==> src/rtl/instr_mem_loader.sv <==
// instr_mem_loader: writable instruction memory with a length-prefixed,
// checksummed byte-stream boot loader. The core is held in reset until a
// complete image has been received and its checksum verified. The fetch
// port is the combinational 32-bit little-endian read the core expects.
module instr_mem_loader #(
  parameter int MEM_BYTES = 96,
  parameter int LEN_W     = 16
) (
  input  logic             clk,
  input  logic             reset,
  input  logic             start,
  input  logic [7:0]       in_data,
  input  logic             in_valid,
  output logic             in_ready,
  input  logic [63:0]      Instr_Addr,
  output logic [31:0]      Instruction,
  output logic             core_reset,
  output logic             load_done,
  output logic             load_error,
  output logic [LEN_W-1:0] byte_count
);

  localparam int AW = (MEM_BYTES > 1) ? $clog2(MEM_BYTES) : 1;
  localparam logic [LEN_W-1:0] CAP_LEN  = LEN_W'(MEM_BYTES);
  localparam logic [64:0]      CAP_ADDR = 65'(MEM_BYTES);

  typedef enum logic [2:0] {
    IDLE,
    LEN_LO,
    LEN_HI,
    LOAD,
    CHECK,
    DONE,
    ERROR
  } state_t;

  state_t state;
  state_t state_nxt;

  logic             xfer;
  logic [7:0]       len_lo;
  logic [LEN_W-1:0] length;
  logic [LEN_W-1:0] hdr_len;
  logic [LEN_W-1:0] count_inc;
  logic [7:0]       csum;
  logic [AW-1:0]    wr_idx;
  logic [7:0]       mem [MEM_BYTES];

  assign xfer      = in_valid && in_ready;
  assign hdr_len   = LEN_W'({in_data, len_lo});
  assign count_inc = byte_count + LEN_W'(1);
  assign wr_idx    = byte_count[AW-1:0];

  // State register
  always_ff @(posedge clk) begin
    if (reset) state <= IDLE;
    else       state <= state_nxt;
  end

  // Next-state logic: bytes only advance the loader on a valid/ready transfer
  always_comb begin
    state_nxt = state;
    case (state)
      IDLE, DONE, ERROR: if (start) state_nxt = LEN_LO;
      LEN_LO:            if (xfer) state_nxt = LEN_HI;
      LEN_HI: begin
        if (xfer) begin
          if (hdr_len > CAP_LEN)    state_nxt = ERROR;
          else if (hdr_len == '0)   state_nxt = CHECK;
          else                      state_nxt = LOAD;
        end
      end
      LOAD:  if (xfer && count_inc == length) state_nxt = CHECK;
      CHECK: if (xfer) state_nxt = (in_data == csum) ? DONE : ERROR;
      default: state_nxt = IDLE;
    endcase
  end

  // Outputs decoded from the state register only
  always_comb begin
    in_ready   = 1'b0;
    core_reset = 1'b1;
    load_done  = 1'b0;
    load_error = 1'b0;
    case (state)
      LEN_LO, LEN_HI, LOAD, CHECK: in_ready = 1'b1;
      DONE: begin
        core_reset = 1'b0;
        load_done  = 1'b1;
      end
      ERROR: load_error = 1'b1;
      default: ;
    endcase
  end

  // Loader datapath: header length, payload count and running checksum
  always_ff @(posedge clk) begin
    if (reset) begin
      len_lo     <= '0;
      length     <= '0;
      byte_count <= '0;
      csum       <= '0;
    end else begin
      case (state)
        IDLE, DONE, ERROR: begin
          if (start) begin
            byte_count <= '0;
            csum       <= '0;
          end
        end
        LEN_LO: if (xfer) len_lo <= in_data;
        LEN_HI: if (xfer) length <= hdr_len;
        LOAD: begin
          if (xfer) begin
            csum       <= csum + in_data;
            byte_count <= count_inc;
          end
        end
        default: ;
      endcase
    end
  end

  // Instruction array write; contents survive reset and new loads
  always_ff @(posedge clk) begin
    if (!reset && state == LOAD && xfer) mem[wr_idx] <= in_data;
  end

  // Fetch port: 65-bit byte addresses so the top of the 64-bit space never
  // wraps back onto the array
  always_comb begin
    logic [64:0] a;
    Instruction = '0;
    a = '0;
    for (int unsigned i = 0; i < 4; i++) begin
      a = {1'b0, Instr_Addr} + 65'(i);
      if (a < CAP_ADDR) Instruction[8*i +: 8] = mem[a[AW-1:0]];
    end
  end

endmodule

==> config.mk <==
export PLATFORM = sky130hd
export DESIGN_NAME = instr_mem_loader
export DESIGN_NICKNAME = d
export VERILOG_FILES = /design/src/rtl/instr_mem_loader.sv
export SDC_FILE = /design/constraint.sdc
export NUM_CORES = 2
export LEC_CHECK = 0
export BUFFER_PORTS_ARGS = -buffer_cell sky130_fd_sc_hd__buf_4
export CAP_MARGIN = 20
export CORE_UTILIZATION = 40
export CTS_CLUSTER_DIAMETER = 40
export CTS_CLUSTER_SIZE = 30
export DETAILED_ROUTE_END_ITERATION = 7
export PLACE_DENSITY = 0.66
export SLEW_MARGIN = 25
export SYNTH_ARGS = -nofsm -noshare
export SYNTH_HDL_FRONTEND = slang
export SYNTH_SLANG_ARGS = --single-unit
==> constraint.sdc <==
create_clock -name clk -period 8.12 [get_ports clk]
set_input_delay 0.406 -clock clk [delete_from_list [all_inputs] [get_ports clk]]
set_output_delay 0.406 -clock clk [all_outputs]
set_load 0.05 [all_outputs]
Word level (Yosys, flattened, before mapping)
Memory sizes are Yosys's and may differ from the RTL's.
Index checks and enable logic that the tools add are counted.
{ "word_totals": {"latch_bits": 0, "wordCells": 69, "mem_bits_rw": 768, "mem_count": 1, "rom_bits": 0, "register_bits": 51, "out_inout_bits": 52} }
{ "op_classes": {"reduce_logical": 14, "n_eq_ne": 14, "order_cmp": 5, "add_sub_neg": 5, "div_mod_pow": 0, "shift": 0, "mux": 25, "bitwise": 0, "mul": 0} }
{ "mem_list": {"columns": ["name", "words", "width", "read_ports", "rd_clocked_by_memory_dff", "write_ports", "line_no", "source"], "rows": [
  ["mem", 96, 8, 4, 0, 1, "47", "logic [7:0] mem [MEM_BYTES];"]
]} }
{ "ops": {"columns": ["cell", "n"], "rows": [
  ["$lt A65 B7 Y1 const B", 3],
  ["$add A64 B2 Y65 const B", 2],
  ["$add A64 B1 Y65 const B", 1],
  ["$lt A64 B7 Y1 const B", 1],
  ["$mux W8", 6],
  ["$mux W16", 2],
  ["$pmux W16 S2", 1],
  ["$mux W3", 7],
  ["$add A16 B1 Y16 const B", 1],
  ["$eq A16 B16 Y1", 1],
  ["$gt A16 B7 Y1 const B", 1],
  ["$logic_not A16 Y1", 1],
  ["$pmux W8 S2", 1],
  ["$pmux W3 S5", 1],
  ["$ne A2 B2 Y1 const B", 6],
  ["$eq A3 B3 Y1 const B", 3],
  ["$add A8 B8 Y8", 1],
  ["$eq A8 B8 Y1", 1],
  ["$eq A3 B2 Y1 const B", 2],
  ["$mux W1", 6],
  ["$reduce_and A5 Y1", 1],
  ["$logic_and A1 B1 Y1", 4],
  ["$reduce_and A2 Y1", 2],
  ["$reduce_or A4 Y1", 1],
  ["other kinds (7)", 7]
]} }

Longest topological paths before layout
{ "depth": {"depth_word": 7, "depth_mapped": 17, "ltp_nobuf": 10} }

Worst setup path before layout
OpenSTA, ideal clock, no wires.
{ "synth_path": {"path_kind": "input to output", "start": "in Instr_Addr[1]", "end": "out Instruction[24]", "t_required_ns": 7.714, "path_stages": 16, "t_arrival_ns": 5.328, "path_slack_ns": 2.386, "n_path_buf": 6, "path_cell_list": "buf_2 -> buf_2 -> buf_2 -> buf_1 -> buf_2 -> inv_1 -> ha_1 -> nand3b_1 -> nor2_2 -> nand3_1 -> or4b_1 -> o41ai_2 -> o21ai_1 -> or4_1 -> buf_2 -> nor3_1"} }
{ "synth_between": {"elab_chain_len": 3, "word_cells_on_any_way": 4} }
{ "synth_rtl": {"columns": ["element", "line_no", "source"], "rows": [
  ["start: declaration", "15", "input logic [63:0] Instr_Addr,"],
  ["$add A64 B2 Y65 *", "136", "a = {1'b0, Instr_Addr} + 65'(i);"],
  ["$lt A65 B7 Y1 / $mem_v2 Z96 W8 (equally long branches)", null, null],
  ["$mux W8 *", "137", "if (a < CAP_ADDR) Instruction[8*i +: 8] = mem[a[AW-1:0]];"],
  ["end: declaration", "16", "output logic [31:0] Instruction,"]
]} }
Mark *: on every way between the ends. The rest lies on a longest branch, timed or not.

Worst setup path after layout
{ "layout_path": {"start": "in Instr_Addr[2]", "end": "out Instruction[16]"} }
The elaborated chain is that of the path after synthesis.

==> results.cfg <==
[yosys]
syn_inst = 3590
synthMuxAreaShare_pct = 39.02
synth_area_leaders = edfxtp_1 (41%), mux4_2 (38%), dfxtp_1 (1.8%)
synth_nets = 3679
synthXorXnorAreaFrac_pct = 1.555
synth_cell_types = 93
synth_area_sq_um = 55780
synth_enable_flop_cells = 768
syn_area_per_cell_sq_um = 15.54
synth.most_common_cell = mux4_2
synth_commonest_cells = mux4_2 (936), edfxtp_1 (768), nand2_1 (209)
synth-seq-area-share_pct = 43.18
yosys.area_share.simple_pct = 8.719
synth-adder-area-share_pct = 0.3230
synth_top_area_share_pct = 41.35
yosys_warnings = 0
synth-compound-area-share_pct = 4.233
ys_async_sr_fraction_pct = 0
synth_top_family_by_area = multiplexers
synth_ff_type = edfxtp_1
yosysTopAreaCell = edfxtp_1
ys_seq_elements = 819

[global_routing]
grt_pass1_wl_um = 270900
track_usage_pct = 26.46
grt_start_max_net_pins = 142
grt_pass1_vias = 37471
grt_remaining_overflow = 0
antenna_found_initial = 9

[floorplan]
die_y_um = 375.4
start_util_pct = 40.47
io_pins = 128
die_w_um = 375.4
fp-row-count = 136
coreArea_sq_um = 137800
dieArea_sq_um = 140900

[clocking]
cts_htree_levels = 3
cts_setup_buffers = 0
cts.clk_slew.worst_paths_ps = 60
cts.sinks = 819
cts_tree = done
cts_max_path_buffers = 3
cts_inserted_buffers = 112
cts_resized = 0
clk-insertion-delay-late_ps = 700
clockRootBuffer = clkbuf_16
cts_hold_buffers = 1

[run_status]
status = complete, no violations

[timing]
min_period_ps = 6105
fin_crit_sh_pct = 75.18
slew_viol_final = 0
fin_skew_ps = 31.79
maxSlewHeadroom_pct = 26.38
fmax_ghz = 0.1638
tightestPinTransition_ps = 1094
rsz0062_at_grt = no
hold_viol_final = 0
setup_tns_ps = 0
holdWs_ps = 128.8
setup_viol = 0

[route]
route.vias.total = 40058
ant_nets = 0
dr.pass1.iters = 6
first_iter_violations = 6107
drc = 0
wl_um = 189200
vias_per_cell = 7.298
wl_per_cell_um = 34.48

[setup_path]
crit_arrival_ps = 5700
critPathLaunchType = primary input
r2r_start = state[1]
cp-startpoint = Instr_Addr[2]
r2r-end = mem[88][2]
critPathKind = in2out
crit_required_ps = 7710
end_kind = primary output
crit_end = Instruction[16]
crit_fanout = 52
regToRegSetupSlack_ps = 4130
rr_worst_depth = 7

[power_and_ir_drop]
pwr_density_cell_nw_per_um2 = 186.9
power_leakage_uw = 0.01926
pwr-share-comb_pct = 17.6
p_sw_uw = 3409
sw_frac_of_total_pct = 29.09
p_int_uw = 8309
peakVddDrop_v = 0.0001690
p_clk_share_pct = 42.6
pwr-share-seq_pct = 39.7
total_power_uw = 11720

[layout]
multiInputGateArea_sq_um = 30310
synthToLayoutAreaGrowth_pct = 12.43
nNetsFinal = 3688
layout-drive-gt1-share_pct = 40.71
fin_util_pct = 45.50
regArea_sq_um = 24080
fillers = 11765

[min_path]
holdPathStages = 1
min-delay-start = in_data[3]
hold_class = in2reg

[place]
gp_congestion = 1.027
portBuffers = 127
hpwl_um = 125800

[job]
drv_cap = 0
[layout by cell type, fill, tap and decap left out, types with 18 or more instances in the layout]
cell / n
o21ai_0: 72
buf_4: 224
xor2_1: 37
xnor2_1: 50
inv_6: 20
nand2_1: 209
a21oi_1: 96
nor2_2: 35
inv_1: 20
or4_1: 18
dfxtp_1: 51
nor2_1: 165
nand3_1: 100
clkbuf_16: 113
and4_1: 28
edfxtp_1: 768
and3_1: 18
nor3_1: 74
nand4_1: 81
mux2i_1: 58
nor2b_1: 21
a211oi_1: 23
o22ai_1: 24
mux4_2: 936
nor4_1: 58
a31oi_1: 30
[how the worst min path moves through the flow]
stage / end
2_1_floorplan: length[2]
3_3_place_gp: length[3]
3_5_place_dp: len_lo[4]
4_1_cts: len_lo[1]
5_1_grt: length[8]
6_report: mem[62][3]
[routing by layer]
| metal | vias to the layer above | routed length [um] | GRT usage [%] | part of all wire, % |
|---|---|---|---|---|
| met2 | 3363 | 84570 | 39.76 | 45 |
| met3 | 508 | 29700 | 8.944 | 16 |
| met1 | 20628 | 65070 | 34.98 | 34 |
| met4 | 6 | 9871 | 11.41 | 5.2 |
| met5 | - | 41 | 0 | 0.022 |
| li1 | 15553 | - | - | - |
[sequential cells by signal, indices dropped and copies added, names as in the netlist]
signal and flops:
mem 768, state 3, len_lo 8, byte_count 16, csum 8, length 16
[cell type report]
type | count | share of cell area (%)
multi-input cells | 2398 | 48.33
flip-flops and latches | 819 | 38.40
clock buffers | 119 | 4.561
well taps | 1794 | 3.579
repair buffers | 248 | 3.366
clock inverters | 90 | 1.640
inverters | 20 | 0.1197
diodes | 1 | 0.003990
[worst max-delay path, cell delays in order]
cell      delay [ps]
buf_6            630
buf_4            700
nand3_1          460
nor2_1           810
xnor2_1          520
nor2_1            80
nand2_1          360
o22ai_1          190
a211oi_1         920
and4_1           300
buf_4            200
[kinds of logic (layout without fill, tap and decap cells)]
kind of cell | count (synthesis) | after routing
adder cells (fa/ha/maj) | 14 | 14
other | 0 | 1
AND/OR/NAND/NOR | 918 | 918
XOR/XNOR | 99 | 99
flip-flops | 819 | 819
multiplexers | 1003 | 1003
buffers and inverters | 373 | 477
AO/OA/AOI/OAI | 364 | 364
[power groups by stage]
stage	Sequential, uW	Clock [uW]	Combinational, uW
finish	4660	5000	2070
CTS	4660	5030	2000
global route	4660	5200	2130
detailed placement	4750	0	2000
floorplan	4730	0	1320
global placement	4750	0	1980
[metrics by stage]
| step | std cells | area [sq um] | worst slack (ps) |
|---|---|---|---|
| finish | 5489 | 62710 | 2015 |
| global route | 5488 | 62710 | 1925 |
| CTS | 5485 | 62580 | 2344 |
| detailed placement | 5275 | 58680 | 2367 |
| global placement | 5273 | 58580 | 2390 |
| floorplan | 3590 | 55780 | 2386 |
(Power assumes the default switching activity.)
